--- src/rtl/rst_sequencer.sv ---
// rtl/rst_sequencer.sv - central reset controller releasing downstream domains in index order
module rst_sequencer #(
    parameter int NUM_DOMAINS = 4,
    parameter int HOLD_CYCLES = 16,
    parameter int ACK_TIMEOUT = 1024,
    parameter int SYNC_STAGES = 2,
    localparam int CUR_W = (NUM_DOMAINS > 1) ? $clog2(NUM_DOMAINS) : 1
) (
    input  logic                   clk,
    input  logic                   rst_async,
    input  logic                   pll_locked,
    input  logic                   sw_rst_req,
    input  logic [NUM_DOMAINS-1:0] dom_rst_ack,
    output logic [NUM_DOMAINS-1:0] dom_rst_async,
    output logic [NUM_DOMAINS-1:0] dom_deassert,
    output logic [CUR_W-1:0]       cur_domain,
    output logic                   sys_ready,
    output logic                   timeout_err
);
    localparam int HOLD_W = $clog2(HOLD_CYCLES);
    localparam int ACK_W  = $clog2(ACK_TIMEOUT);
    localparam logic [HOLD_W-1:0] HOLD_LAST = HOLD_W'(HOLD_CYCLES - 1);
    localparam logic [ACK_W-1:0]  ACK_LAST  = ACK_W'(ACK_TIMEOUT - 1);
    localparam logic [CUR_W-1:0]  CUR_LAST  = CUR_W'(NUM_DOMAINS - 1);

    typedef enum logic [1:0] {
        ST_ASSERT    = 2'd0,
        ST_WAIT_LOCK = 2'd1,
        ST_RELEASE   = 2'd2,
        ST_RUN       = 2'd3
    } state_t;

    state_t state_q, state_d;

    logic [SYNC_STAGES-1:0]                  lock_sync_q, lock_sync_d;
    logic [SYNC_STAGES-1:0][NUM_DOMAINS-1:0] ack_sync_q, ack_sync_d;
    logic                                    lock_s;
    logic [NUM_DOMAINS-1:0]                  ack_s;

    logic [HOLD_W-1:0]      hold_cnt_q, hold_cnt_d;
    logic [ACK_W-1:0]       ack_cnt_q, ack_cnt_d;
    logic [CUR_W-1:0]       cur_domain_q, cur_domain_d;
    logic [NUM_DOMAINS-1:0] dom_rst_async_q, dom_rst_async_d;
    logic [NUM_DOMAINS-1:0] dom_deassert_q, dom_deassert_d;
    logic                   sys_ready_q, sys_ready_d;
    logic                   timeout_err_q, timeout_err_d;
    logic                   enter_assert;

    // Acks reset high so a domain never looks released before it really is.
    always_comb begin
        lock_sync_d = {lock_sync_q[SYNC_STAGES-2:0], pll_locked};
        ack_sync_d  = {ack_sync_q[SYNC_STAGES-2:0], dom_rst_ack};
        lock_s      = lock_sync_q[SYNC_STAGES-1];
        ack_s       = ack_sync_q[SYNC_STAGES-1];
    end

    always_comb begin
        state_d         = state_q;
        hold_cnt_d      = hold_cnt_q;
        ack_cnt_d       = ack_cnt_q;
        cur_domain_d    = cur_domain_q;
        dom_rst_async_d = dom_rst_async_q;
        dom_deassert_d  = dom_deassert_q;
        sys_ready_d     = sys_ready_q;
        timeout_err_d   = timeout_err_q;
        enter_assert    = 1'b0;

        case (state_q)
            ST_ASSERT: begin
                if (hold_cnt_q == HOLD_LAST) begin
                    state_d         = ST_WAIT_LOCK;
                    dom_rst_async_d = '0;
                end else begin
                    hold_cnt_d = hold_cnt_q + HOLD_W'(1);
                end
            end
            ST_WAIT_LOCK: begin
                if (lock_s) begin
                    state_d        = ST_RELEASE;
                    cur_domain_d   = '0;
                    dom_deassert_d = NUM_DOMAINS'(1);
                    ack_cnt_d      = '0;
                end
            end
            ST_RELEASE: begin
                if (!lock_s || sw_rst_req) begin
                    enter_assert = 1'b1;
                end else if (!ack_s[cur_domain_q]) begin
                    if (cur_domain_q == CUR_LAST) begin
                        state_d     = ST_RUN;
                        sys_ready_d = 1'b1;
                    end else begin
                        // Shifting a one in keeps the released set contiguous from bit 0.
                        cur_domain_d   = cur_domain_q + CUR_W'(1);
                        dom_deassert_d = {dom_deassert_q[NUM_DOMAINS-2:0], 1'b1};
                        ack_cnt_d      = '0;
                    end
                end else if (ack_cnt_q == ACK_LAST) begin
                    timeout_err_d = 1'b1;
                    enter_assert  = 1'b1;
                end else begin
                    ack_cnt_d = ack_cnt_q + ACK_W'(1);
                end
            end
            ST_RUN: begin
                if (sw_rst_req || !lock_s) begin
                    enter_assert = 1'b1;
                end
            end
            default: begin
                enter_assert = 1'b1;
            end
        endcase

        if (enter_assert) begin
            state_d         = ST_ASSERT;
            dom_rst_async_d = '1;
            dom_deassert_d  = '0;
            sys_ready_d     = 1'b0;
            cur_domain_d    = '0;
            hold_cnt_d      = '0;
        end
    end

    always_ff @(posedge clk or posedge rst_async) begin
        if (rst_async) begin
            state_q         <= ST_ASSERT;
            lock_sync_q     <= '0;
            ack_sync_q      <= '1;
            hold_cnt_q      <= '0;
            ack_cnt_q       <= '0;
            cur_domain_q    <= '0;
            dom_rst_async_q <= '1;
            dom_deassert_q  <= '0;
            sys_ready_q     <= 1'b0;
            timeout_err_q   <= 1'b0;
        end else begin
            state_q         <= state_d;
            lock_sync_q     <= lock_sync_d;
            ack_sync_q      <= ack_sync_d;
            hold_cnt_q      <= hold_cnt_d;
            ack_cnt_q       <= ack_cnt_d;
            cur_domain_q    <= cur_domain_d;
            dom_rst_async_q <= dom_rst_async_d;
            dom_deassert_q  <= dom_deassert_d;
            sys_ready_q     <= sys_ready_d;
            timeout_err_q   <= timeout_err_d;
        end
    end

    assign dom_rst_async = dom_rst_async_q;
    assign dom_deassert  = dom_deassert_q;
    assign cur_domain    = cur_domain_q;
    assign sys_ready     = sys_ready_q;
    assign timeout_err   = timeout_err_q;

endmodule
--- config.mk ---
export PLATFORM = sky130hd
export DESIGN_NAME = rst_sequencer
export DESIGN_NICKNAME = d
export VERILOG_FILES = /design/src/rtl/rst_sequencer.sv
export SDC_FILE = /design/constraint.sdc
export NUM_CORES = 1
export LEC_CHECK = 0
export CORE_MARGIN = 1.5
export CORE_UTILIZATION = 30
export DETAILED_ROUTE_END_ITERATION = 8
export GPL_TIMING_DRIVEN = 0
export PLACE_DENSITY = 0.58
export SYNTH_ARGS = -nofsm -noshare
export SYNTH_HDL_FRONTEND = slang
export SYNTH_SLANG_ARGS = --single-unit
--- constraint.sdc ---
create_clock -name clk -period 2.31 [get_ports clk]
set_input_delay 0.462 -clock clk [delete_from_list [all_inputs] [get_ports clk]]
set_output_delay 0.462 -clock clk [all_outputs]
set_load 0.01 [all_outputs]
==> results of run 1 <==
==> cells in the mapped netlist (all sizes together) <==
master    n  area (sq um)
o21ai    19         102.6
a22o      4         35.03
nor2     14         52.55
a21o      1         7.510
nor3      2         15.01
mux2      2         22.52
and3      5         32.53
o41ai     1         8.760
mux2i     1         10.01
o21bai    1         7.510
o2bb2ai   2         17.52
ha        7         87.58
nor2b     1         6.260
a221o     1         10.01
or2       1         6.260
nand2     8         37.54
a21oi     3         15.01
nand4     7         58.81
a31oi     4         40.04
o22ai     1         6.260
dfstp     9         236.5
inv      10         37.54
and4      2         17.52
xor2      2         17.52
nand3     4         20.02
nand3b    1         7.510
dfrtp    26         650.6
mux4      1         22.52
xnor2     1         8.760
nand2b    2         20.02
buf       4         33.78
==> critical path, stage by stage (launching register included) <==
cell                      delay (ns)
sky130_fd_sc_hd__dfrtp_1        0.43
sky130_fd_sc_hd__inv_1          0.10
sky130_fd_sc_hd__ha_1           0.32
sky130_fd_sc_hd__inv_1          0.10
sky130_fd_sc_hd__or2_1          0.34
sky130_fd_sc_hd__nor3_2         0.48
sky130_fd_sc_hd__nand4_1        0.15
sky130_fd_sc_hd__o21ai_1        0.14
==> area by class of cell <==
| cell class | instances | area (sq um) |
|---|---|---|
| Sequential cell | 35 | 887.1 |
| Fill cell | 534 | 3143 |
| Tap cell | 70 | 87.58 |
| Clock buffer | 6 | 72.57 |
| Buffer | 4 | 33.78 |
| Clock inverter | 2 | 60.06 |
| Inverter | 10 | 37.54 |
| Multi-Input combinational cell | 98 | 693.2 |
| Timing Repair Buffer | 19 | 190.2 |
==> power by group through the flow <==
stage          Clock, uW  Combinational (uW)  Sequential [uW]
4_1_cts              668                 573              773
3_3_place_gp           0                 561              781
6_report             652                 564              774
5_1_grt              687                 642              785
3_5_place_dp           0                 571              784
2_1_floorplan          0                 411              778
==> per-stage QoR <==
step                      power [uW]  hold slack (ns)  setup slack, ns
final                           1989           0.3506           0.1708
after global routing            2114           0.3595         0.002876
after CTS                       2015           0.3522           0.1635
after detailed placement        1354           0.3347          0.09073
after global placement          1342           0.3320          0.05290
after floorplan                 1189           0.3312           0.5217
==> state kept, by name, indices dropped and copies added, names as in the netlist <==
register,flops
hold_cnt_q,4
dom_deassert,4
sys_ready,1
cur_domain,2
state_q,2
ack_s,4
timeout_err,1
lock_sync_q,2
ack_sync_d,4
dom_rst_async,1
ack_cnt_q,10
==> routing by layer <==
layer	track usage	wire (um)	share of wire	vias to the layer above
met5	0	0	0	-
met4	0.06000	48	0.017	0
met3	0.02976	101	0.035	5
met2	0.1693	1323	0.46	21
met1	0.1370	1418	0.49	565
li1	-	-	-	575
==> layout by cell type (no fill, tap or decap), drive strengths merged, types with 4 or more instances in the layout <==
cell / synthesis / routed
nand3: 4 / 4
dfstp: 9 / 9
inv: 10 / 10
nor2: 14 / 14
a22o: 4 / 4
clkbuf: 0 / 6
buf: 4 / 4
a31oi: 4 / 4
dfrtp: 26 / 26
nand2: 8 / 8
clkdlybuf4s50: 0 / 19
ha: 7 / 7
o21ai: 19 / 19
nand4: 7 / 7
and3: 5 / 5
==> cells by family after synthesis <==
kind of cell	Yosys count	share of synthesized area
and+or+nand+nor	47	0.1659
DFF	35	0.5371
buffers and inverters	14	0.04318
xor gates and xnor gates	3	0.01591
muxes	4	0.03333
adders and majority gates	7	0.05303
AOI/OAI and AO/OA	37	0.1515
==> how the worst min path moves through the flow <==
stage / startpoint / to / slack, ns / depth (start not counted)
global route: ack_sync_d[7] / ack_s[3] / 0.36 / 0
global placement: lock_sync_q[0] / lock_sync_q[1] / 0.33 / 0
CTS: lock_sync_q[0] / lock_sync_q[1] / 0.35 / 0
floorplan: lock_sync_q[0] / lock_sync_q[1] / 0.33 / 0
finish: ack_sync_d[5] / ack_s[1] / 0.35 / 0
detailed placement: lock_sync_q[0] / lock_sync_q[1] / 0.33 / 0
==> implementation parameters, run 1 <==
Parameter                              Value

Synthesis
  Post-Syn Area per Cell    between 10 and 15 sq um
  Number of warnings reported in the yosys synthesis log    0
  Count of cell types in the netlist    40
  Post-synthesis sequential area ratio    0.5371
  Net count of the mapped netlist    ~160
  Cells after Synth    147
  Total of flip-flops plus latches after synthesis    35
  Netlist area before placement    1652 sq um

Cells and area
  Design area    between 2000 and 2500 sq um
  Fin cells    approximately 240
  Number of nets in the layout    188
  Core Util, Final    0.3962
  Number of antenna repair diodes    0
  Layout cells sized above 1    0.1839
  P&R area growth vs syn    24.85%

STA
  Number of max-slew violations in the final report    0
  Period utilisation layout    0.9261
  Fin crit period    between 2 and 2.5 ns
  Max Clock Freq    roughly 0.47 GHz
  Worst-margin pin slew    between 0.7 and 0.8 ns
  Setup-violating endpoint count in the final report    0
  Worst Clk Skew    between 0.006 and 0.007 ns
  Setup total negative slack    0 ns
  Setup repair after global routing missed its margin    false
  Final number of hold-violating endpoints    0
  Rel. slew slack    0.5271

Drt
  Number of vias per cell after detailed routing    about 4.8
  Post-route DRC violation count    0
  Vias    about 1200
  WL per Instance    11.85 um
  Sum of routed wire length over all layers    approximately 2.9 mm
  TritonRoute pass-1 iters    4
  Number of DRC violations after detailed-routing iteration 0    just over 70
  Antenna Nets Post-Route    0

Placement
  Post-Place Cell Area    about 1900 sq um
  Total instance count after detailed placement    about 240
  Gpl congestion    approximately 0.74
  DP Wirelength    roughly 2.0 mm
  Number of port buffers    19

Clock tree
  Number of hold buffers added after CTS    0
  Worst-case clock buffer depth    2
  Post-CTS Setup Inserts    0
  Number of CTS-inserted buffers    5
  Post-cts sizing count    0
  Clock latency on the worst-skew pair    about 0.29 ns
  Clock tree from TritonCTS    done
  Total number of clock tree sinks    35
  Clock tree root driver cell    sky130_fd_sc_hd__clkbuf_8
  Depth of the CTS H-tree    2
  Clock edge transition at the registers on the reported setup and hold paths    about 0.070 ns

Run
  Number of max-capacitance violations reported    0

Floorplanning
  # IOs    20
  Effective utilization at floorplan    0.3173
  Die footprint    just under 6000 sq um
  Die X-Extent    77.20 um
  Vertical extent of the die    77.20 um
  Number of rows in the core area    26
  Floorplan Core Area    5205 sq um

Critical path
  Critical path startpoint    state_q[0]
  Worst EP arrival    2.36 ns
  Worst r2r path cells    7
  Kind of critical path    reg -> reg
  Worst setup SP type    flop
  Timing endpoint of the critical path    ack_cnt_q[8]
  Flop2flop setup slack    about 0.17 ns
  Start of the worst register-to-register path    state_q[0]
  Worst-path maximum fanout    8
  Capturing point of the worst reg2reg path    ack_cnt_q[8]
  Endpoint kind of the worst setup timing path    flop
  Data required time of the worst path    ~2.5 ns

Global route
  Number of antenna violations at the first check in global routing    0
  Total global routing overflow    0
  Wire length of the first global-routing pass    5.133 mm
  Via count of the first global-routing pass    1131
  Total routing usage reported by global routing    0.1092
  Largest net degree at the start of global routing    36

Run status
  Outcome    finished, final reports clean

Pwr
  Worst ir drop on vdd    between 0.0004 and 0.0005 V
  Combinational Power Share    0.283
  Power spent charging and discharging nets    roughly 600 uW
  Switching part of the total    0.3006
  Reported leakage power    between 0.0009 and 0.001 uW
  P per Cell Area    just under 1000 nW/um^2
  Int Power    1391 uW
  Clock network fraction of total power    0.328
  Share of total power in sequential cells    0.389

Min path
  Worst min path class    reg -> reg
Note: power is estimated with default switching activity, not from simulation.
==> inputs of run 2 (changes only) <==
CTS_BUF_LIST = sky130_fd_sc_hd__clkbuf_16   (was unset)
==> implementation parameters, run 2 (same netlist as run 1, synthesis figures left out) <==
Parameter                              Value

STA
  Fin crit period    2.122 ns (-0.01764 ns)
  Worst Clk Skew    0.004699 ns (-0.001430 ns)
  Max Clock Freq    0.4714 GHz (+0.83%)
  Worst-margin pin slew    0.7080 ns (-0.0003073 ns)
  Final number of hold-violating endpoints    0 (unchanged)
  Rel. slew slack    0.5273 (about the same)
  Setup-violating endpoint count in the final report    0 (unchanged)
  Number of max-slew violations in the final report    0 (unchanged)
  Setup repair after global routing missed its margin    false
  Setup total negative slack    0 ns (unchanged)
  Period utilisation layout    0.9184 (-0.007638)

Global route
  Largest net degree at the start of global routing    36 (unchanged)
  Number of antenna violations at the first check in global routing    0 (unchanged)
  Met1 usage    0.1370 (unchanged)
  Total global routing overflow    0 (unchanged)
  Wire length of the first global-routing pass    5.202 mm (+1.3%)
  Met3 demand-to-capacity share in global routing    0.02976 (unchanged)
  Total routing usage reported by global routing    0.1112 (+0.002012)
  Met2 GRT Util    0.1711 (+0.001754)
  Most heavily used metal layer in global routing    met2
  Via count of the first global-routing pass    1140 (+0.80%)

Clock tree
  Number of CTS-inserted buffers    5 (unchanged)
  Post-CTS Setup Inserts    0 (unchanged)
  Depth of the CTS H-tree    2 (unchanged)
  Clock tree from TritonCTS    done
  Clock tree root driver cell    sky130_fd_sc_hd__clkbuf_16
  Post-cts sizing count    0 (unchanged)
  Total number of clock tree sinks    35 (unchanged)
  Number of hold buffers added after CTS    0 (unchanged)
  Clock edge transition at the registers on the reported setup and hold paths    0.05 ns (-0.02 ns)
  Clock latency on the worst-skew pair    0.28 ns (about the same)
  Worst-case clock buffer depth    2 (unchanged)

Critical path
  Delay-heaviest family, CP    simple AND/OR/NAND/NOR gates
  Data required time of the worst path    2.51 ns (-0.02 ns)
  Most common cell type on the critical path    sky130_fd_sc_hd__inv_1
  Worst setup SP type    flop
  Cell-by-cell trace of the critical path    inv_1 -> ha_1 -> inv_1 -> or2_1 -> nor3_2 -> nand4_1 -> o21ai_1
  Buffers & Inverters on Critical Path    2 (unchanged)
  Crit path largest cell delay    0.47 ns (about the same)
  Worst-path maximum fanout    8 (unchanged)
  Kind of critical path    reg -> reg
  Worst EP arrival    2.33 ns (-0.03 ns)
  Max stage delay cell, worst path    sky130_fd_sc_hd__nor3_2
  Endpoint kind of the worst setup timing path    flop

Drt
  Sum of routed wire length over all layers    2.880 mm (-0.41%)
  Number of vias per cell after detailed routing    4.770 (-0.17%)
  Number of DRC violations after detailed-routing iteration 0    74 (+4.2%)
  Vias    1164 (-0.17%)
  TritonRoute pass-1 iters    4 (unchanged)
  Antenna Nets Post-Route    0 (unchanged)
  WL per Instance    11.80 um (-0.41%)
  Post-route DRC violation count    0 (unchanged)

Cells and area
  P&R area growth vs syn    28.26%
  Area taken by multi-input logic gates    693.2 sq um (unchanged)
  Number of nets in the layout    188 (unchanged)
  Fin cells    244 (unchanged)
  Layout cells sized above 1    0.1839 (unchanged)
  Commonest non-fill, non-tap cell in the layout    sky130_fd_sc_hd__dfrtp_1
  Flip-flop and latch area    887.1 sq um (unchanged)
  Number of flip-flops in the largest register    10 (unchanged)
  Most used cells in the layout excluding fill and tap cells    26 x sky130_fd_sc_hd__dfrtp_1, 19 x sky130_fd_sc_hd__clkdlybuf4s50_1, 14 x sky130_fd_sc_hd__nor2_1, 10 x sky130_fd_sc_hd__inv_1, 10 x sky130_fd_sc_hd__o21ai_1
  Register with the most flip-flops    ack_cnt_q
  Number of antenna repair diodes    0 (unchanged)
  Count of filler cells inserted in the layout    525 (-1.7%)

Pwr
  Worst ir drop on vdd    0.0004370 V (+7.5%)
  Share of total power in sequential cells    0.354 (-0.035)
  P per Cell Area    1033 nW/um^2 (+7.1%)
  Switching part of the total    0.2806 (-0.01992)
  Reported leakage power    0.0009368 uW (+3.3%)
  Clock network fraction of total power    0.389 (+0.061)
  Int Power    1575 uW (+13%)
  Combinational Power Share    0.257 (-0.026)
  Power spent charging and discharging nets    614.3 uW (+2.8%)

Floorplanning
  Effective utilization at floorplan    0.3173 (unchanged)
  Die footprint    5959 sq um (unchanged)
  Number of rows in the core area    26 (unchanged)
  Floorplan Core Area    5205 sq um (unchanged)
  # IOs    20 (unchanged)
  Vertical extent of the die    77.20 um (unchanged)
  Die X-Extent    77.20 um (unchanged)

Run status
  Outcome    finished, final reports clean

Placement
  Number of port buffers    19 (unchanged)
  DP Wirelength    2.024 mm (unchanged)
  Total instance count after detailed placement    236 (unchanged)
  Gpl congestion    0.7353 (unchanged)

Run
  Number of max-capacitance violations reported    0 (unchanged)

Min path
  Worst min path class    reg -> reg
## run 2: cell count changes in the layout (fill, tap and decap cells not counted)
cell,change
sky130_fd_sc_hd__clkbuf_16,+5
sky130_fd_sc_hd__clkbuf_8,-5
sky130_fd_sc_hd__clkbuf_1,-1
sky130_fd_sc_hd__inv_1,+1
## run 2: power groups by stage
stage | Clock [uW] | Combinational [uW] | Sequential (uW)
after floorplan | 0 | 411 | 778
after global placement | 0 | 561 | 781
after detailed placement | 0 | 571 | 784
after CTS | 879 | 573 | 775
after global routing | 899 | 641 | 786
final | 851 | 563 | 775
## run 2: stage by stage
stage	area [sq um]	utilization	hold WS (ns)	power (uW)	setup WS (ns)
5_1_grt	2118	0.4070	0.3564	2326	0.008491
3_3_place_gp	1929	0.3707	0.3320	1342	0.05290
6_report	2118	0.4070	0.3467	2189	0.1884
4_1_cts	2118	0.4070	0.3476	2226	0.1694
2_1_floorplan	1652	-	0.3312	1189	0.5217
3_5_place_dp	1929	0.3707	0.3347	1354	0.09073
## run 2: path summary, 6_finish.rpt
check | start | end | slack (ns) | cells past startpoint
max | state_q[0] | ack_cnt_q[8] | 0.19 | 7
min | lock_sync_q[0] | lock_sync_q[1] | 0.35 | 0
max reg2reg | state_q[0] | ack_cnt_q[8] | 0.19 | 7
min reg2reg | lock_sync_q[0] | lock_sync_q[1] | 0.35 | 0
max in group asynchronous | rst_async | ack_cnt_q[9] | 1.23 | 2
min in group asynchronous | rst_async | sys_ready | 0.62 | 2
## run 2: routing by layer
| metal | share of wire | routed length, um | vias to the layer above |
|---|---|---|---|
| met5 | 0 | 0 | - |
| met4 | 0.027 | 77 | 0 |
| met3 | 0.035 | 100 | 7 |
| met2 | 0.46 | 1322 | 17 |
| met1 | 0.48 | 1380 | 559 |
| li1 | - | - | 581 |
## run 2: layout make-up
cell class,instances,share of cell area
Clock inverter,3,0.03012
Sequential cell,35,0.4188
Buffer,4,0.01595
Multi-Input combinational cell,98,0.3272
Tap cell,70,0.04135
Clock buffer,5,0.05907
Timing Repair Buffer,19,0.08978
Inverter,10,0.01772
==> inputs of run 3 (changes only) <==
--- a/constraint.sdc
+++ b/constraint.sdc
@@ -3,2 +3,2 @@
 set_output_delay 0.462 -clock clk [all_outputs]
-set_load 0.01 [all_outputs]
+set_load 0.02 [all_outputs]
==> results of run 3 <==
The final DEF is identical to that of run 2. Status: finished, final reports clean.
Among the figures that moved: total power 2189 uW -> 2209 uW; worst IR drop on VDD 0.0004370 V -> 0.0004371 V
